## config.mk

```make
export PLATFORM = sky130hd
export DESIGN_NAME = score_event_sched
export DESIGN_NICKNAME = d
export VERILOG_FILES = /design/src/rtl/score_event_sched.sv
export SDC_FILE = /design/constraint.sdc
export NUM_CORES = 1
export LEC_CHECK = 0
export BUFFER_PORTS_ARGS = -buffer_cell sky130_fd_sc_hd__buf_4
export CORE_MARGIN = 1.5
export CORE_UTILIZATION = 30
export CTS_CLUSTER_SIZE = 24
export DETAILED_ROUTE_END_ITERATION = 8
export PLACE_DENSITY_LB_ADDON = 0.05
export SLEW_MARGIN = 40
export SYNTH_ARGS = -nofsm -noshare
export SYNTH_HDL_FRONTEND = slang
export SYNTH_SLANG_ARGS = --single-unit
```

## constraint.sdc

```tcl
create_clock -name clk -period 3.45 [get_ports clk]
set_clock_uncertainty 0.2 [all_clocks]
set_input_delay 0.1725 -clock clk [delete_from_list [all_inputs] [get_ports clk]]
set_output_delay 0.1725 -clock clk [all_outputs]
set_load 0.01 [all_outputs]
```

## src/rtl/score_event_sched.sv

```systemverilog
// Score ALU sequencer: queues per-source scoring events and arbitrates among them.
// It issues one ALU op per cycle and expands a ghost combo into repeated +20 ops.
module score_event_sched #(
    parameter int CNT_W     = 4,
    parameter int MAX_COMBO = 4
) (
    input  logic       clk,
    input  logic       reset_n,
    input  logic       pellet_evt,
    input  logic       power_evt,
    input  logic       ghost_evt,
    input  logic       double_evt,
    input  logic       frightened,
    output logic [1:0] alu_select,
    output logic       alu_enable,
    output logic       busy,
    output logic [2:0] combo,
    output logic       drop_err
);

    // Source index equals the ALU op code of that source.
    localparam int SRC_PELLET = 0;
    localparam int SRC_GHOST  = 1;
    localparam int SRC_POWER  = 2;
    localparam int SRC_DOUBLE = 3;

    localparam logic [CNT_W-1:0] CNT_MAX   = '1;
    localparam logic [2:0]       COMBO_MAX = 3'(MAX_COMBO);

    typedef enum logic {
        IDLE,
        GHOST_SEQ
    } state_t;

    state_t           r_state;
    state_t           w_state_nxt;
    logic [CNT_W-1:0] r_cnt [4];
    logic [2:0]       r_rem;
    logic [2:0]       w_rem_nxt;
    logic [2:0]       r_combo;
    logic [2:0]       w_combo_nxt;
    logic [2:0]       w_rep;
    logic [1:0]       r_sel;
    logic [1:0]       w_sel_nxt;
    logic             r_en;
    logic             w_en_nxt;
    logic             r_drop;
    logic [3:0]       w_evt;
    logic [3:0]       w_nz;
    logic [3:0]       w_grant;

    assign w_evt = {double_evt, power_evt, ghost_evt, pellet_evt};

    always_comb begin
        for (int i = 0; i < 4; i++) begin
            w_nz[i] = (r_cnt[i] != '0);
        end
    end

    assign w_rep = (r_combo >= COMBO_MAX) ? COMBO_MAX : r_combo + 3'd1;

    always_comb begin
        w_state_nxt = r_state;
        w_rem_nxt   = r_rem;
        w_combo_nxt = frightened ? r_combo : 3'd0;
        w_sel_nxt   = r_sel;
        w_en_nxt    = 1'b0;
        w_grant     = '0;
        case (r_state)
            IDLE: begin
                // Double is lowest priority so it multiplies adds already queued.
                if (w_nz[SRC_POWER]) begin
                    w_grant[SRC_POWER] = 1'b1;
                    w_en_nxt           = 1'b1;
                    w_sel_nxt          = 2'(SRC_POWER);
                end else if (w_nz[SRC_GHOST]) begin
                    w_grant[SRC_GHOST] = 1'b1;
                    w_en_nxt           = 1'b1;
                    w_sel_nxt          = 2'(SRC_GHOST);
                    w_combo_nxt        = frightened ? w_rep : 3'd0;
                    if (w_rep > 3'd1) begin
                        w_rem_nxt   = w_rep - 3'd1;
                        w_state_nxt = GHOST_SEQ;
                    end
                end else if (w_nz[SRC_PELLET]) begin
                    w_grant[SRC_PELLET] = 1'b1;
                    w_en_nxt            = 1'b1;
                    w_sel_nxt           = 2'(SRC_PELLET);
                end else if (w_nz[SRC_DOUBLE]) begin
                    w_grant[SRC_DOUBLE] = 1'b1;
                    w_en_nxt            = 1'b1;
                    w_sel_nxt           = 2'(SRC_DOUBLE);
                end
            end
            GHOST_SEQ: begin
                w_en_nxt  = 1'b1;
                w_sel_nxt = 2'(SRC_GHOST);
                w_rem_nxt = r_rem - 3'd1;
                if (r_rem == 3'd1) begin
                    w_state_nxt = IDLE;
                end
            end
            default: w_state_nxt = IDLE;
        endcase
    end

    always_ff @(posedge clk) begin
        if (!reset_n) begin
            r_state <= IDLE;
            r_rem   <= '0;
            r_combo <= '0;
            r_sel   <= 2'b00;
            r_en    <= 1'b0;
        end else begin
            r_state <= w_state_nxt;
            r_rem   <= w_rem_nxt;
            r_combo <= w_combo_nxt;
            r_sel   <= w_sel_nxt;
            r_en    <= w_en_nxt;
        end
    end

    // A pulse arriving with a grant on the same source leaves the count unchanged.
    always_ff @(posedge clk) begin
        if (!reset_n) begin
            for (int i = 0; i < 4; i++) begin
                r_cnt[i] <= '0;
            end
            r_drop <= 1'b0;
        end else begin
            for (int i = 0; i < 4; i++) begin
                if (w_evt[i] && !w_grant[i]) begin
                    if (r_cnt[i] != CNT_MAX) begin
                        r_cnt[i] <= r_cnt[i] + 1'b1;
                    end else begin
                        r_drop <= 1'b1;
                    end
                end else if (!w_evt[i] && w_grant[i]) begin
                    r_cnt[i] <= r_cnt[i] - 1'b1;
                end
            end
        end
    end

    assign alu_select = r_sel;
    assign alu_enable = r_en;
    assign combo      = r_combo;
    assign drop_err   = r_drop;
    assign busy       = (|w_nz) || (r_state == GHOST_SEQ);

endmodule

```

==> flow_summary_export.csv, run 1 <==
group,metric,value,unit
outcome,status,"finished clean",
worst_setup_path,required,3380,ps
detailed_routing,routedWlPerCell,14.7,microns
detailed_routing,antenna_left,0,
clocking,cts_tree,"done",
worst_setup_path,timing.rr.start,"r_cnt[2][3]",
layout,drive_gt1_frac,0.182,
power,peakVddDrop,0.000154,V
synth,synthCells,198,
worst_hold_path,hp-start,"reset_n",
worst_setup_path,cp-start-kind,"flop",
floorplan,start_util,0.314,
synth,synth.most_common_cell,"inv_1",
worst_setup_path,cp_data_arrival_time,3140,ps
detailed_routing,drc_errors,0,
placement,dpl_cell_area,2120,sq um
floorplan,die_h,82.1,microns
clocking,cts_buffers,3,
worst_setup_path,rr_worst_depth,10,
synth,synth_fp_nets,222,
synth,yosys_warnings,0,
placement,dp_hpwl,3370,microns
layout,register_area,701,sq um
sta,relSlewSlack,0.656,
synth,synth_top_cell_by_area,"edfxtp_1",
detailed_routing,totalWireLength,4340,microns
sta,min_period,3210,ps
floorplan,row_count,28,
power,power.density,432,nW/um^2
placement,portBuffers,14,
synth,ys_types,48,
synth,yosysTopAreaCellShare,0.256,
power,total_power,941,uW
sta,worst_slew_pin_slew,515,ps
global_route,grt_pass1_wl,7250,microns
layout,diodes,0,
floorplan,core_area,5990,sq um
synth,synth-edff-count,16,
layout,finalNetCount,245,
clocking,cts-root-buf,"clkbuf_8",
sta,fmaxAchievable,312,MHz
clocking,postCtsHoldBufs,1,
worst_setup_path,cp-end-kind,"flop",
clocking,cts_resized,0,
synth,synthTopCellsByArea,"edfxtp_1 (26%), dfxtp_1 (12%), ha_1 (9.3%), inv_1 (3.8%), xnor2_1 (3.3%)",
sta,finalCritPeriodShare,0.930,
detailed_routing,dr.pass1.iters,4,
global_route,antenna_found_initial,0,
power,switching_share,0.349,
sta,hold_viol_final,0,
worst_hold_path,holdCritPathClass,"input port to flop",
synth,synthTopCellsByCount,"inv_1 (19), edfxtp_1 (16), nand2_1 (15)",
synth,ys.flop_type,"edfxtp_1",
clocking,path_clk_slew,110,ps
layout,syn_to_final_growth,15.9,%
clocking,postCtsSetupRepairBufs,0,
global_route,grt_pass1_vias,1531,
synth,async_flop_share,0,
floorplan,die_width,82.1,microns
clocking,worstSkewPairLatency,290,ps
sta,finalSetupViolCount,0,
sta,fin_setup_tns,0,ps
synth,avgSynthCellArea,9.49,sq um
clocking,htree_num_levels,1,
detailed_routing,drtIter0Drc,33,
power,p_sw,328,uW
power,p_leak,0.879,nW
power,seq_power_share,0.455,
synth,synth_area,1880,sq um
global_route,grt_max_degree,20,
detailed_routing,vias_per_cell,5.22,
synth,yosysSeqAreaShare,0.373,
layout,multi_input_area,1080,sq um
sta,rsz0062_at_grt,"no",
worst_setup_path,r2r-end,"r_cnt[1][3]",
detailed_routing,num_vias,1539,
synth,ys_ff_latch,27,
worst_setup_path,r2r_slack,240,ps
sta,holdWs,7.38,ps
global_route,grt_remaining_overflow,0,
global_route,grt.total_usage,0.143,
power,internal_power,612,uW
clocking,clock_path_buffers,2,
worst_hold_path,holdPathEnd,"r_rem[2]",
floorplan,die-area,6750,sq um
power,comb_power_share,0.333,
worst_hold_path,holdPathStages,2,
layout,final.fill_count,619,
run,maxCapViolations,0,
floorplan,io_pins,15,
layout,final_cell_area,2180,sq um
sta,slew_violations,0,
worst_setup_path,critPathKind,"flop to flop",
worst_setup_path,path_max_fanout,5,
clocking,clock_sinks,27,
placement,routabilityCongestion,0.863,
power,pwr-share-clk,0.212,
power by group through the flow:
stage	Combinational [mW]	Clock, mW	Sequential, mW
floorplan	0.205	0	0.439
global placement	0.308	0	0.433
detailed placement	0.315	0	0.436
CTS	0.318	0.204	0.428
global route	0.349	0.214	0.435
finish	0.313	0.199	0.428
how the worst max path moves through the flow:
stage                      startpoint           to  slack [ps]  cells past startpoint
after floorplan           r_cnt[1][1]  r_cnt[0][3]         300                      9
after global placement    r_cnt[1][1]  r_cnt[0][3]         300                      9
after detailed placement  r_cnt[2][3]  r_cnt[1][3]         250                     10
after CTS                 r_cnt[2][3]  r_cnt[1][3]         220                     10
after global routing      r_cnt[1][1]  r_cnt[0][3]          30                      9
final                     r_cnt[2][3]  r_cnt[1][3]         240                     10
flip-flops by register name, summed over array words and instances, names as in the netlist:
register and flops:
r_cnt 16, combo 3, r_rem 3, alu_select 2
alu_enable 1, drop_err 1, r_state 1
cell type report:
cell class              count  area share
clock buffers               3      0.0190
clock inverters             1     0.00230
inverters                  20      0.0345
multi-input cells         145       0.496
flip-flops and latches     27       0.322
well taps                  75      0.0431
repair buffers             24      0.0839
cell usage in the layout, fill, tap and decap left out, drive strengths merged, types with 2 or more instances in the layout:
cell,instances
mux2,2
o32ai,2
nand2,15
nor2,14
clkinv,2
a211oi,3
clkbuf,3
a31oi,2
nor2b,3
a21o,3
a21oi,10
xor2,3
ha,14
nand2b,2
nor4,5
or4,4
mux2i,5
edfxtp,16
o21ai,9
inv,19
fa,3
nor3b,2
nand4,5
nand3,4
or3,2
and3,2
xnor2,7
nor3,12
buf,23
dfxtp,11
o211ai,2
metrics by stage:
stage	util	worst slack, ps	cells
detailed placement	0.354	248	290
floorplan	-	301	198
finish	0.364	242	295
global route	0.364	35.0	295
CTS	0.364	220	295
global placement	0.354	298	290
routing by layer:
metal	track usage	vias up	share of wire
met5	0	-	0
met4	0.0695	0	0.020
met3	0.0176	7	0.031
met2	0.250	29	0.51
met1	0.174	739	0.44
li1	-	764	-
cells by family after synthesis:
family,after synthesis,share of synthesized area
AOI/OAI and AO/OA,39,0.137
adders and majority gates,17,0.125
muxes,7,0.0386
DFF,27,0.373
and+or+nand+nor,72,0.227
xor gates and xnor gates,10,0.0466
buffers and inverters,26,0.0526
worst max-delay path, stage by stage (launching register included):
cell	delay, ps
edfxtp_1	480
or4_1	580
buf_4	200
nor4_1	320
nand2_1	180
inv_1	110
ha_1	230
a21o_2	210
a21oi_1	170
xnor2_1	150
mux2i_1	220
Power figures use the tool's default switching activity.
==> run 2, diff against run 1 <==
--- a/config.mk
+++ b/config.mk
@@ -11,7 +11,6 @@
 export CTS_CLUSTER_SIZE = 24
 export DETAILED_ROUTE_END_ITERATION = 8
 export PLACE_DENSITY_LB_ADDON = 0.05
-export SLEW_MARGIN = 40
 export SYNTH_ARGS = -nofsm -noshare
 export SYNTH_HDL_FRONTEND = slang
 export SYNTH_SLANG_ARGS = --single-unit
==> constraint.sdc (replaced) <==
create_clock -name clk -period 4.02 [get_ports clk]
set_clock_uncertainty 0.2 [all_clocks]
set_input_delay 0.201 -clock clk [delete_from_list [all_inputs] [get_ports clk]]
set_output_delay 0.201 -clock clk [all_outputs]
set_load 0.01 [all_outputs]
==> flow_summary_export.csv, run 2 (synthesis results as in run 1) <==
group,metric,value,unit
layout,syn_to_final_growth,12.2,%
worst_setup_path,critPathSlowestCell,"or4_1",
run,maxCapViolations,0,
worst_setup_path,path_max_fanout,6,
global_route,antenna_found_initial,0,
global_route,grt_remaining_overflow,0,
clocking,cts_resized,0,
sta,fin_setup_tns,0,ps
power,power.density,365,nW/um^2
floorplan,row_count,28,
detailed_routing,routedWlPerCell,14.5,microns
sta,fmaxAchievable,292,MHz
floorplan,die_h,82.1,microns
worst_setup_path,cp_data_arrival_time,3260,ps
layout,final_common_cell,"inv_1",
placement,routabilityCongestion,0.880,
clocking,cts_tree,"done",
clocking,htree_num_levels,1,
detailed_routing,dr.pass1.iters,4,
layout,final_cell_area,2110,sq um
detailed_routing,vias_per_cell,5.12,
worst_setup_path,cp-end-kind,"flop",
detailed_routing,totalWireLength,4140,microns
sta,relSlewSlack,0.659,
layout,drive_gt1_frac,0.152,
layout,finalNetCount,236,
sta,hold_viol_final,0,
floorplan,io_pins,15,
layout,diodes,0,
global_route,grt_pass1_vias,1437,
layout,register_area,701,sq um
sta,worst_slew_pin_slew,511,ps
sta,min_period,3430,ps
outcome,status,"finished clean",
layout,multi_input_area,1080,sq um
worst_setup_path,cp-start-kind,"flop",
power,peakVddDrop,0.000145,V
global_route,grt.total_usage,0.134,
worst_hold_path,holdPathStages,3,
layout,largest_reg_flops,16,
sta,finalSetupViolCount,0,
clocking,clock_sinks,27,
worst_setup_path,slowest_delay,710,ps
floorplan,die-area,6750,sq um
clocking,clock_path_buffers,2,
worst_setup_path,rr_worst_depth,9,
clocking,path_clk_slew,100,ps
worst_setup_path,critPathKind,"flop to flop",
floorplan,core_area,5990,sq um
sta,finalCritPeriodShare,0.852,
placement,dpl_cell_area,2060,sq um
sta,slew_violations,0,
detailed_routing,drc_errors,0,
clocking,postCtsSetupRepairBufs,0,
clocking,cts-root-buf,"clkbuf_8",
placement,portBuffers,14,
sta,rsz0062_at_grt,"no",
clocking,postCtsHoldBufs,0,
global_route,grt_max_degree,16,
layout,final_cell_mix,"inv_1 (19), edfxtp_1 (16), nand2_1 (15), buf_4 (15)",
worst_hold_path,holdCritPathClass,"input port to flop",
floorplan,die_width,82.1,microns
clocking,cts_buffers,3,
placement,dp_hpwl,3240,microns
worst_setup_path,required,3860,ps
global_route,grt_pass1_wl,6840,microns
layout,final.fill_count,600,
detailed_routing,drtIter0Drc,59,
layout,top_register,"r_cnt",
power,p_leak,0.835,nW
floorplan,start_util,0.314,
worst_setup_path,crit_chain,"or4_1 > nor4_2 > nand3_1 > clkinv_1 > ha_1 > a21o_1 > a21oi_1 > xnor2_1 > mux2_2",
detailed_routing,num_vias,1463,
detailed_routing,antenna_left,0,
clocking,worstSkewPairLatency,270,ps
run 2: cell count changes in the layout (fill, tap and decap cells not counted):
cell and delta:
buf_4 -8, dlygate4sd3_1 -1
run 2: final timing paths:
| path | startpoint | end | slack, ps |
|---|---|---|---|
| setup / recovery | r_cnt[2][0] | r_cnt[0][3] | 590 |
| hold / removal | frightened | combo[2] | 9 |
| setup reg to reg | r_cnt[2][0] | r_cnt[0][3] | 590 |
| hold reg to reg | r_rem[0] | r_rem[0] | 310 |
run 2: metrics by stage:
step	power [mW]	util	hold WS, ps	std cells	worst slack [ps]
after CTS	0.780	0.352	6.38	286	559
after global routing	0.821	0.352	7.16	286	345
after detailed placement	0.618	0.344	302	282	575
after floorplan	0.553	-	166	198	871
final	0.768	0.352	8.62	286	594
after global placement	0.615	0.344	291	282	664
run 2: where the power goes:
group          switching (mW)  internal (mW)  leakage [nW]  total (mW)
registers              0.0467          0.334         0.264       0.381
logic                   0.128          0.101         0.546       0.229
clock network          0.0885         0.0695        0.0255       0.158
run 2: cell type report:
| cell class | count | area share |
|---|---|---|
| clock buffers | 3 | 0.0196 |
| repair buffers | 15 | 0.0534 |
| flip-flops and latches | 27 | 0.332 |
| multi-input cells | 145 | 0.512 |
| inverters | 20 | 0.0356 |
| well taps | 75 | 0.0445 |
| clock inverters | 1 | 0.00237 |
run 2: routing by layer:
layer  global-route usage  wire, microns
met5                    0              0
met4               0.0339             29
met3               0.0286            124
met2                0.245           2110
met1                0.158           1870
run 2: worst max-delay path, delay by kind of cell (launching register included):
kind | cells | cell delay [ps]
compound gates | 2 | 360
xor+xnor | 1 | 150
fa+ha+maj | 1 | 230
buf+inv | 1 | 110
flops | 1 | 510
mux | 1 | 350
simple gates | 3 | 1280
==> run 3, diff against run 2 <==
--- a/config.mk
+++ b/config.mk
@@ -5,6 +5,7 @@
 export SDC_FILE = /design/constraint.sdc
 export NUM_CORES = 1
 export LEC_CHECK = 0
+export ABC_AREA = 1
 export BUFFER_PORTS_ARGS = -buffer_cell sky130_fd_sc_hd__buf_4
 export CORE_MARGIN = 1.5
 export CORE_UTILIZATION = 30
==> flow_summary_export.csv, run 3 <==
group,metric,value,unit
sta,finalSetupViolCount,0,
synth,ys_types,29,
detailed_routing,drc_errors,0,
synth,synth_area,1860,sq um
synth,synthTopCellsByCount,"inv_1 (37), nor2_1 (33), nand2_1 (32)",
floorplan,die_h,81.6,microns
placement,dp.cells,318,
layout,top_register,"r_cnt",
placement,dp_hpwl,2890,microns
layout,finalNetCount,272,
run,maxCapViolations,0,
clocking,cts_resized,0,
floorplan,row_count,28,
layout,final.fill_count,668,
synth,yosysSeqAreaShare,0.378,
synth,synth_fp_nets,255,
worst_setup_path,crit_chain,"nor2_1 > nand2_2 > inv_2 > nand3_4 > nor3_4 > ha_1 > a21oi_1 > nand2_1 > xor2_1 > o21ai_0 > inv_1",
layout,final_cell_mix,"inv_1 (37), nor2_1 (33), nand2_1 (32)",
synth,synth-edff-count,16,
synth,synthTopCellsByArea,"edfxtp_1 (26%), dfxtp_1 (12%), ha_1 (9.4%), inv_1 (7.5%), nor2_1 (6.7%)",
worst_setup_path,cp-end-kind,"flop",
worst_setup_path,critPathSlowestCell,"edfxtp_1",
worst_setup_path,crit_cells,11,
floorplan,start_util,0.312,
worst_setup_path,rr_worst_depth,11,
global_route,grt_pass1_wl,6220,microns
sta,finalCritPeriodShare,0.641,
detailed_routing,routedWlPerCell,11.5,microns
worst_setup_path,timing.rr.start,"r_cnt[2][1]",
synth,ys.flop_type,"edfxtp_1",
layout,largest_reg_flops,16,
global_route,grt.total_usage,0.122,
placement,routabilityCongestion,0.725,
clocking,postCtsHoldBufs,0,
worst_setup_path,required,3850,ps
clocking,cts-root-buf,"clkbuf_8",
worst_setup_path,critPathKind,"flop to flop",
sta,fmaxAchievable,388,MHz
detailed_routing,num_vias,1486,
worst_setup_path,cp-endpoint,"r_cnt[1][3]",
worst_setup_path,path_max_fanout,10,
clocking,path_clk_slew,100,ps
worst_hold_path,holdCritPathClass,"input port to flop",
sta,slew_violations,0,
worst_setup_path,r2r_slack,1440,ps
sta,fin_setup_tns,0,ps
worst_setup_path,cp-start-kind,"flop",
synth,synthCells,231,
detailed_routing,antenna_left,0,
detailed_routing,vias_per_cell,4.61,
layout,final_common_cell,"inv_1",
synth,synth_top_cell_by_area,"edfxtp_1",
sta,min_period,2580,ps
detailed_routing,dr.pass1.iters,4,
worst_setup_path,crit_path_start,"r_cnt[2][1]",
power,p_leak,0.954,nW
floorplan,core_area,5960,sq um
sta,relSlewSlack,0.699,
sta,hold_viol_final,0,
sta,rsz0062_at_grt,"no",
worst_setup_path,crit_family,"simple AND/OR/NAND/NOR gates",
global_route,antenna_found_initial,0,
layout,diodes,0,
layout,instances_no_fill,322,
worst_setup_path,slowest_delay,460,ps
clocking,worstSkewPairLatency,280,ps
clocking,postCtsSetupRepairBufs,0,
synth,async_flop_share,0,
detailed_routing,drtIter0Drc,54,
clocking,clock_sinks,27,
worst_setup_path,cp_num_buf_inv,2,
sta,worst_slew_pin_slew,452,ps
worst_setup_path,cp_data_arrival_time,2410,ps
layout,syn_to_final_growth,12.7,%
floorplan,die-area,6670,sq um
clocking,cts_buffers,3,
power,peakVddDrop,0.000160,V
synth,yosysTopAreaCellShare,0.259,
outcome,status,"finished clean",
global_route,grt_remaining_overflow,0,
global_route,grt_pass1_vias,1375,
layout,multi_input_area,992,sq um
detailed_routing,totalWireLength,3710,microns
global_route,grt_max_degree,16,
floorplan,die_width,81.6,microns
synth,avgSynthCellArea,8.03,sq um
worst_setup_path,r2r-end,"r_cnt[1][3]",
synth,yosys_warnings,0,
synth,synth.most_common_cell,"inv_1",
synth,ys_ff_latch,27,
placement,portBuffers,14,
layout,drive_gt1_frac,0.142,
floorplan,io_pins,15,
clocking,clock_path_buffers,2,
clocking,cts_tree,"done",
layout,register_area,701,sq um
clocking,htree_num_levels,1,
worst_hold_path,holdPathStages,3,
power,power.density,432,nW/um^2
worst_hold_path,hp-start,"frightened",
-- run 3: cell count changes after synthesis, moves of 5 or more --
cell | before | now
inv_1 | 19 | 37
nor3_1 | 11 | 4
nand2_1 | 15 | 32
xor2_1 | 3 | 9
nand3_1 | 4 | 22
nor2_1 | 14 | 33
xnor2_1 | 7 | 2
-- run 3: routing by layer --
layer  global-route usage  wire length (microns)
met5                    0                      0
met4               0.0356                     30
met3               0.0167                     80
met2                0.195                   1680
met1                0.171                   1920
-- run 3: final cells by class --
cell class                      count  share of cell area
Timing Repair Buffer               14              0.0502
Tap cell                           75              0.0449
Multi-Input combinational cell    161               0.474
Clock inverter                      1             0.00239
Sequential cell                    27               0.335
Clock buffer                        3              0.0197
Inverter                           41              0.0736
-- run 3: cell families after synthesis --
| logic type | share of synthesized area |
|---|---|
| simple gates | 0.273 |
| buf+inv | 0.0877 |
| flops | 0.378 |
| compound gates | 0.0775 |
| fa+ha+maj | 0.127 |
| xor+xnor | 0.0519 |
| mux | 0.00539 |
-- run 3: how the worst min path moves through the flow --
stage	endpoint	slack, ps
2_1_floorplan	combo[1]	180
3_3_place_gp	r_rem[1]	290
3_5_place_dp	r_rem[1]	290
4_1_cts	combo[2]	20
5_1_grt	alu_enable	50
6_report	combo[2]	30
-- run 3: power breakdown --
| group | switching, mW | internal (mW) | total [mW] |
|---|---|---|---|
| Sequential | 0.0472 | 0.359 | 0.406 |
| Clock | 0.0918 | 0.0696 | 0.161 |
| Combinational | 0.211 | 0.124 | 0.336 |
| Total | 0.350 | 0.553 | 0.903 |
-- run 3: tightest hold or removal path, cell delays in order --
cell and delay, ps:
buf_4 110, nand2_1 100, a211oi_1 60
-- run 3: metrics by stage --
stage                util  instance area [sq um]  total power, mW  worst slack [ps]  hold slack [ps]
floorplan               -                   1860            0.667              1720              182
global placement    0.343                   2050            0.762              1480              286
detailed placement  0.343                   2050            0.752              1470              285
CTS                 0.351                   2090            0.919              1450             24.8
global route        0.351                   2090            0.991              1210             53.4
finish              0.351                   2090            0.903              1440             30.1
